--- src/rtl/mem_arbiter_pkg.sv ---
// Shared encodings and arithmetic helpers for the unified memory-port arbiter.
package mem_arbiter_pkg;

    localparam int MEM_LAT_DEF = 4;

    typedef enum logic [1:0] {
        ST_IDLE  = 2'b00,
        ST_GNT_I = 2'b01,
        ST_GNT_D = 2'b10,
        ST_DRAIN = 2'b11
    } arb_state_t;

    typedef enum logic {
        OWN_I = 1'b0,
        OWN_D = 1'b1
    } owner_t;

    // 4-bit carry-lookahead sum; carry-out is not needed by any user
    function automatic logic [3:0] cla4(input logic [3:0] a, input logic [3:0] b, input logic cin);
        logic [2:0] g;
        logic [3:0] p;
        logic [3:0] c;
        g    = a[2:0] & b[2:0];
        p    = a ^ b;
        c[0] = cin;
        c[1] = g[0] | (p[0] & cin);
        c[2] = g[1] | (p[1] & g[0]) | (p[1] & p[0] & cin);
        c[3] = g[2] | (p[2] & g[1]) | (p[2] & p[1] & g[0]) | (p[2] & p[1] & p[0] & cin);
        return p ^ c;
    endfunction

endpackage

--- src/rtl/mem_arbiter_if.sv ---
// Bundle of cache-side requests, memory-side controls and steered valids around the arbiter.
interface mem_arbiter_if #(
    parameter int ADDR_W = 16,
    parameter int DATA_W = 16
);
    logic              i_req;
    logic              i_mem_en;
    logic [ADDR_W-1:0] i_addr;
    logic              d_req;
    logic              d_mem_en;
    logic              d_wr;
    logic [ADDR_W-1:0] d_addr;
    logic [DATA_W-1:0] d_wdata;
    logic              mem_data_valid;
    logic              i_grant;
    logic              d_grant;
    logic              i_data_valid;
    logic              d_data_valid;
    logic              mem_en;
    logic              mem_wr;
    logic [ADDR_W-1:0] mem_addr;
    logic [DATA_W-1:0] mem_wdata;

    // arbiter side
    modport slave (
        input  i_req, i_mem_en, i_addr, d_req, d_mem_en, d_wr, d_addr, d_wdata, mem_data_valid,
        output i_grant, d_grant, i_data_valid, d_data_valid, mem_en, mem_wr, mem_addr, mem_wdata
    );

    // caches + memory side
    modport master (
        output i_req, i_mem_en, i_addr, d_req, d_mem_en, d_wr, d_addr, d_wdata, mem_data_valid,
        input  i_grant, d_grant, i_data_valid, d_data_valid, mem_en, mem_wr, mem_addr, mem_wdata
    );
endinterface

--- src/rtl/arb_drain_counter.sv ---
// Loadable down-counter timing the post-release drain window; saturates at zero.
module arb_drain_counter
    import mem_arbiter_pkg::*;
#(
    parameter int W = 2
) (
    input  logic         clk,
    input  logic         rst,
    input  logic         load,
    input  logic [W-1:0] load_val,
    input  logic         dec,
    output logic         zero
);
    logic [W-1:0] cnt_r;

    // Count register: load wins over decrement; decrement adds all-ones
    always_ff @(posedge clk or posedge rst) begin
        if (rst) begin
            cnt_r <= {W{1'b0}};
        end else if (load) begin
            cnt_r <= load_val;
        end else if (dec && !zero) begin
            cnt_r <= W'(cla4(4'(cnt_r), 4'hF, 1'b0));
        end else begin
            cnt_r <= cnt_r;
        end
    end

    assign zero = (cnt_r == {W{1'b0}});

endmodule

--- src/rtl/mem_arbiter.sv ---
// Grants the single memory port to the I- or D-cache for whole transactions and
// steers returning read valids to the owner, including reads landing after release.
module mem_arbiter
    import mem_arbiter_pkg::*;
#(
    parameter int ADDR_W  = 16,
    parameter int DATA_W  = 16,
    parameter int MEM_LAT = MEM_LAT_DEF
) (
    input logic          clk,
    input logic          rst,
    mem_arbiter_if.slave bus
);
    localparam int CNT_W = (MEM_LAT > 2) ? $clog2(MEM_LAT) : 1;
    localparam logic [CNT_W-1:0] DRAIN_LOAD = CNT_W'(MEM_LAT - 1);

    arb_state_t        state_r;
    arb_state_t        arb_next_s;
    owner_t            last_owner_r;
    logic              i_grant_r;
    logic              d_grant_r;
    logic              cnt_zero_s;
    logic              drain_load_s;
    logic              drain_dec_s;
    logic              mem_en_s;
    logic              mem_wr_s;
    logic [ADDR_W-1:0] mem_addr_s;
    logic [DATA_W-1:0] mem_wdata_s;
    logic              i_dv_s;
    logic              d_dv_s;

    // Arbitration: a tie goes to whoever did not own the port last
    always_comb begin
        arb_next_s = ST_IDLE;
        if (bus.i_req && bus.d_req) begin
            arb_next_s = (last_owner_r == OWN_I) ? ST_GNT_D : ST_GNT_I;
        end else if (bus.i_req) begin
            arb_next_s = ST_GNT_I;
        end else if (bus.d_req) begin
            arb_next_s = ST_GNT_D;
        end else begin
            arb_next_s = ST_IDLE;
        end
    end

    assign drain_load_s = ((state_r == ST_GNT_I) && !bus.i_req) || ((state_r == ST_GNT_D) && !bus.d_req);
    assign drain_dec_s  = (state_r == ST_DRAIN);

    arb_drain_counter #(.W(CNT_W)) u_drain (
        .clk      (clk),
        .rst      (rst),
        .load     (drain_load_s),
        .load_val (DRAIN_LOAD),
        .dec      (drain_dec_s),
        .zero     (cnt_zero_s)
    );

    // Ownership FSM with registered grants
    always_ff @(posedge clk or posedge rst) begin
        if (rst) begin
            state_r      <= ST_IDLE;
            last_owner_r <= OWN_I;
            i_grant_r    <= 1'b0;
            d_grant_r    <= 1'b0;
        end else begin
            case (state_r)
                ST_IDLE: begin
                    state_r   <= arb_next_s;
                    i_grant_r <= (arb_next_s == ST_GNT_I);
                    d_grant_r <= (arb_next_s == ST_GNT_D);
                end
                ST_GNT_I: begin
                    if (!bus.i_req) begin
                        state_r      <= ST_DRAIN;
                        last_owner_r <= OWN_I;
                        i_grant_r    <= 1'b0;
                    end else begin
                        state_r <= ST_GNT_I;
                    end
                end
                ST_GNT_D: begin
                    if (!bus.d_req) begin
                        state_r      <= ST_DRAIN;
                        last_owner_r <= OWN_D;
                        d_grant_r    <= 1'b0;
                    end else begin
                        state_r <= ST_GNT_D;
                    end
                end
                ST_DRAIN: begin
                    // Re-arbitrate straight out of the last drain cycle, no idle bubble
                    if (cnt_zero_s) begin
                        state_r   <= arb_next_s;
                        i_grant_r <= (arb_next_s == ST_GNT_I);
                        d_grant_r <= (arb_next_s == ST_GNT_D);
                    end else begin
                        state_r <= ST_DRAIN;
                    end
                end
                default: begin
                    state_r   <= ST_IDLE;
                    i_grant_r <= 1'b0;
                    d_grant_r <= 1'b0;
                end
            endcase
        end
    end

    // Memory-side mux and valid steering, quiet whenever nobody holds a grant
    always_comb begin
        mem_en_s    = 1'b0;
        mem_wr_s    = 1'b0;
        mem_addr_s  = {ADDR_W{1'b0}};
        mem_wdata_s = {DATA_W{1'b0}};
        i_dv_s      = 1'b0;
        d_dv_s      = 1'b0;
        case (state_r)
            ST_GNT_I: begin
                mem_en_s   = bus.i_mem_en;
                mem_addr_s = bus.i_addr;
                i_dv_s     = bus.mem_data_valid;
            end
            ST_GNT_D: begin
                mem_en_s    = bus.d_mem_en;
                mem_wr_s    = bus.d_wr & bus.d_mem_en;
                mem_addr_s  = bus.d_addr;
                mem_wdata_s = bus.d_wdata;
                d_dv_s      = bus.mem_data_valid;
            end
            ST_DRAIN: begin
                if (last_owner_r == OWN_I) begin
                    i_dv_s = bus.mem_data_valid;
                end else begin
                    d_dv_s = bus.mem_data_valid;
                end
            end
            default: begin
                mem_en_s = 1'b0;
            end
        endcase
    end

    assign bus.i_grant      = i_grant_r;
    assign bus.d_grant      = d_grant_r;
    assign bus.mem_en       = mem_en_s;
    assign bus.mem_wr       = mem_wr_s;
    assign bus.mem_addr     = mem_addr_s;
    assign bus.mem_wdata    = mem_wdata_s;
    assign bus.i_data_valid = i_dv_s;
    assign bus.d_data_valid = d_dv_s;

endmodule

--- src/flat_wrapper.sv ---
// flat-port wrapper written by rule: the top's interface ports become plain ports
module mem_arbiter_flat import mem_arbiter_pkg::*;
#(
    parameter int ADDR_W  = 16,
    parameter int DATA_W  = 16,
    parameter int MEM_LAT = MEM_LAT_DEF
)
  (clk, rst, bus_i_req, bus_i_mem_en, bus_i_addr, bus_d_req, bus_d_mem_en, bus_d_wr, bus_d_addr, bus_d_wdata, bus_mem_data_valid, bus_i_grant, bus_d_grant, bus_i_data_valid, bus_d_data_valid, bus_mem_en, bus_mem_wr, bus_mem_addr, bus_mem_wdata);
  mem_arbiter_if #(.ADDR_W(ADDR_W), .DATA_W(DATA_W)) bus_i ();
  input logic clk;
  input logic rst;
  input wire logic [$bits(bus_i.i_req)-1:0] bus_i_req;
  input wire logic [$bits(bus_i.i_mem_en)-1:0] bus_i_mem_en;
  input wire logic [$bits(bus_i.i_addr)-1:0] bus_i_addr;
  input wire logic [$bits(bus_i.d_req)-1:0] bus_d_req;
  input wire logic [$bits(bus_i.d_mem_en)-1:0] bus_d_mem_en;
  input wire logic [$bits(bus_i.d_wr)-1:0] bus_d_wr;
  input wire logic [$bits(bus_i.d_addr)-1:0] bus_d_addr;
  input wire logic [$bits(bus_i.d_wdata)-1:0] bus_d_wdata;
  input wire logic [$bits(bus_i.mem_data_valid)-1:0] bus_mem_data_valid;
  output wire logic [$bits(bus_i.i_grant)-1:0] bus_i_grant;
  output wire logic [$bits(bus_i.d_grant)-1:0] bus_d_grant;
  output wire logic [$bits(bus_i.i_data_valid)-1:0] bus_i_data_valid;
  output wire logic [$bits(bus_i.d_data_valid)-1:0] bus_d_data_valid;
  output wire logic [$bits(bus_i.mem_en)-1:0] bus_mem_en;
  output wire logic [$bits(bus_i.mem_wr)-1:0] bus_mem_wr;
  output wire logic [$bits(bus_i.mem_addr)-1:0] bus_mem_addr;
  output wire logic [$bits(bus_i.mem_wdata)-1:0] bus_mem_wdata;
  assign bus_i.i_req = bus_i_req;
  assign bus_i.i_mem_en = bus_i_mem_en;
  assign bus_i.i_addr = bus_i_addr;
  assign bus_i.d_req = bus_d_req;
  assign bus_i.d_mem_en = bus_d_mem_en;
  assign bus_i.d_wr = bus_d_wr;
  assign bus_i.d_addr = bus_d_addr;
  assign bus_i.d_wdata = bus_d_wdata;
  assign bus_i.mem_data_valid = bus_mem_data_valid;
  assign bus_i_grant = bus_i.i_grant;
  assign bus_d_grant = bus_i.d_grant;
  assign bus_i_data_valid = bus_i.i_data_valid;
  assign bus_d_data_valid = bus_i.d_data_valid;
  assign bus_mem_en = bus_i.mem_en;
  assign bus_mem_wr = bus_i.mem_wr;
  assign bus_mem_addr = bus_i.mem_addr;
  assign bus_mem_wdata = bus_i.mem_wdata;
  mem_arbiter #(.ADDR_W(ADDR_W), .DATA_W(DATA_W), .MEM_LAT(MEM_LAT)) u_core (.clk(clk), .rst(rst), .bus(bus_i));
endmodule
--- config.mk ---
export PLATFORM = sky130hd
export DESIGN_NAME = mem_arbiter_flat
export DESIGN_NICKNAME = d
export VERILOG_FILES = /design/src/rtl/mem_arbiter_pkg.sv /design/src/rtl/mem_arbiter_if.sv /design/src/rtl/arb_drain_counter.sv /design/src/rtl/mem_arbiter.sv /design/src/flat_wrapper.sv
export SDC_FILE = /design/constraint.sdc
export NUM_CORES = 1
export LEC_CHECK = 0
export CAP_MARGIN = 20
export CORE_AREA = 5 5 62 64
export DETAILED_ROUTE_END_ITERATION = 8
export DIE_AREA = 0 0 67 69
export PLACE_DENSITY = 0.79
export SLEW_MARGIN = 20
export SYNTH_ARGS = -nofsm -noshare
export SYNTH_HDL_FRONTEND = slang
export SYNTH_SLANG_ARGS = --single-unit
export TNS_END_PERCENT = 20
--- constraint.sdc ---
create_clock -name clk -period 1.9 [get_ports clk]
set_input_delay 0.38 -clock clk [delete_from_list [all_inputs] [get_ports clk]]
set_output_delay 0.38 -clock clk [all_outputs]
set_load 0.01 [all_outputs]
==> flow_metrics.py <==
metrics = {
    "global_route": {
        "antenna_found_initial": 0,
        "grt-ovfl-total": 0,
        "grt_pass1_vias": 1145,
        "grt_usage_pct": 13.1,
        "grt_max_degree": 26,
        "grt_pass1_wl_um": 4890,
    },
    "synth": {
        "synth_warnings": 0,
        "netlist_area_um2": 876,
        "ys_seq_area_share_pct": 20.0,
        "avgSynthCellArea_um2": 8.19,
        "synthArstFlopShare_pct": 100,
        "synth_edf_count": 0,
        "yosysUniqueCellTypes": 25,
        "syn_inst": 107,
        "synth_ff_type": "dfrtp_1",
        "synthesis.nets": 168,
        "synth.ff_latch_count": 7,
    },
    "route": {
        "dr.pass1.iters": 4,
        "antenna_left": 0,
        "wirelength_um": 3390,
        "via_count": 1152,
        "vias_per_cell": 4.59,
        "drc": 0,
        "drt_iter0_markers": 21,
        "avgRoutedWirePerCell_um": 13.5,
    },
    "die": {
        "num_rows": 21,
        "core_area_um2": 3230,
        "dieArea_um2": 4620,
        "io_pins": 94,
        "start_util_pct": 27.1,
        "die_x_um": 67,
        "die_y_um": 69,
    },
    "worst_setup_path": {
        "critPathArrivalTime_ns": 1.57,
        "slowest_delay_ns": 0.46,
        "critPathKind": "register to output port",
        "crit_chain": "ha_4 > buf_12 > a22oi_1 > nor2b_1 > dlygate4sd2_1",
        "path_max_fanout": 13,
        "crit_slowest_cell": "dfrtp_2",
        "worstSetupStartpointType": "register",
        "end_kind": "output port",
        "required_ns": 1.52,
    },
    "layout": {
        "fin_area_um2": 1930,
        "nFillCells": 310,
        "diodes": 0,
        "drive_gt1_share_pct": 29.8,
        "area_delta_synth_final_pct": 120,
        "final_util_pct": 59.6,
        "fin_nets": 267,
    },
    "sta": {
        "fin_crit_ns": 1.95,
        "finalCritPeriodShare_pct": 102,
        "rsz0062_at_grt": "yes",
        "skew_ns": 0.00254,
        "setup_viol": 2,
        "drv_slew": 0,
        "fin_ws_ns": -0.0471,
        "slew_headroom_pct": 77.1,
        "max_freq_mhz": 514,
        "final-hold-violation-count": 0,
        "worst_pin_slew_ns": 0.340,
    },
    "power": {
        "p_total_mw": 2.58,
        "leakage_nw": 0.841,
        "peakVddDrop_uv": 643,
        "cellPowerDensity_nw_per_um2": 1340,
    },
    "place": {
        "dp_worst_setup_slack_ns": -0.138,
        "gp_congestion": 0.707,
        "portBuffers": 93,
        "detailed_place_hpwl_um": 2810,
        "place_area_um2": 1910,
    },
    "clock_tree": {
        "post_cts_hold_buffer_count": 0,
        "max-clock-path-buffers": 2,
        "cts-root-buf": "clkbuf_4",
        "clock_latency_ns": 0.25,
        "cts_tree": "done",
        "cts.htree.levels": 1,
        "clkSlewWorstSetupHoldPaths_ns": 0.05,
        "cts.sinks": 7,
        "numCtsBuffers": 3,
    },
    "hold_path": {
        "hold_class": "primary input to async pin",
    },
    "job": {
        "drv_cap": 0,
    },
    "outcome": {
        "violations": "negative setup slack",
        "status": "complete, but fails checks",
    },
}
power by group:
group | total (mW) | internal, mW | switching, mW
Clock | 0.137 | 0.0802 | 0.0564
Combinational | 2.14 | 1.17 | 0.967
Sequential | 0.306 | 0.225 | 0.0814
Total | 2.58 | 1.48 | 1.10
routing by layer:
metal / GRT usage, % / up-vias / part of all wire (%)
met5: 0 / - / 0
met4: 3.38 / 0 / 0.80
met3: 4.87 / 3 / 14
met2: 25.4 / 63 / 50
met1: 12.3 / 521 / 35
li1: - / 565 / -
layout by cell type (no fill, tap or decap), drive strengths merged:
cell	instances
clkdlybuf4s50	57
clkbuf	27
nor2b	22
and2	18
a22oi	17
buf	13
inv	7
dfrtp	7
dlygate4sd2	6
ha	5
nand2	3
a21oi	3
o31ai	2
o41ai	2
nor2	2
nor3	2
o22ai	2
clkdlybuf4s15	2
a21boi	1
o21ai	1
o21a	1
and3	1
xnor2	1
nand2b	1
o211ai	1
dlymetal6s2s	1
registers in the layout, indices dropped and copies added (netlist names):
register	flops
u_core.state_r	2
u_core.u_drain.cnt_r	2
u_core.bus.d_grant	1
u_core.bus.i_grant	1
u_core.last_owner_r	1
stage by stage:
stage	std cells	setup TNS [ns]	hold slack, ns
floorplan	107	0	0.183
global placement	245	-0.814	0.501
detailed placement	245	-2.69	0.529
CTS	249	-1.60	0.362
global route	251	-0.766	0.385
finish	251	-0.0743	0.362
synthesized netlist by cell type (all sizes together) (2+ instances only):
| cell | number | area share [%] |
|---|---|---|
| o31ai | 2 | 4.9 |
| ha | 5 | 7.1 |
| nor2 | 2 | 0.86 |
| a21oi | 3 | 1.7 |
| a22oi | 17 | 15 |
| o22ai | 2 | 1.4 |
| nor3 | 2 | 1.1 |
| buf | 6 | 4.4 |
| nand2 | 3 | 1.3 |
| o41ai | 2 | 3.7 |
| clkbuf | 2 | 0.86 |
| and2 | 18 | 13 |
| dfrtp | 7 | 20 |
| inv | 7 | 3.0 |
| nor2b | 22 | 17 |
worst max-delay path, delay by kind of cell (launching register included):
kind,cells,cell delay (ns)
AND/OR/NAND/NOR,1,0.06
flip-flops,1,0.46
AO/OA/AOI/OAI,1,0.17
buffers and inverters,2,0.43
adder cells (fa/ha/maj),1,0.20
worst paths after layout:
kind / start / endpoint / slack, ns / cells after the start
max: u_core.state_r[1] / bus_mem_addr[6] / -0.05 / 5
min: rst / u_core.u_drain.cnt_r[0] / 0.36 / 2
max reg2reg: u_core.state_r[1] / u_core.bus.d_grant / 0.35 / 6
min reg2reg: u_core.u_drain.cnt_r[0] / u_core.u_drain.cnt_r[0] / 0.54 / 2
max in group asynchronous: rst / u_core.state_r[0] / 1.30 / 2
min in group clk: u_core.u_drain.cnt_r[0] / u_core.u_drain.cnt_r[0] / 0.54 / 2
cell type report:
type	count	area [µm²]	area share (%)
repair buffers	102	915	47.5
multi-input cells	85	718	37.3
flip-flops and latches	7	178	9.23
well taps	46	57.6	2.99
inverters	7	31.3	1.62
clock buffers	4	26.3	1.36
kinds of logic after synthesis:
| group | Yosys count | synth area share, % |
|---|---|---|
| xor+xnor | 1 | 1.00 |
| flops | 7 | 20.0 |
| simple gates | 49 | 34.1 |
| buf+inv | 15 | 8.29 |
| fa+ha+maj | 5 | 7.14 |
| compound gates | 30 | 29.4 |
what timing repair did:
action / 4_1_cts / 5_1_grt
setup endpoints to repair: 36 / 36
endpoints found under the hold margin: 0 / 0
setup buffers: 0 / 1
resized for setup: 54 / 65
gates cloned: 0 / 1
Note: power is estimated with default switching activity, not from simulation.
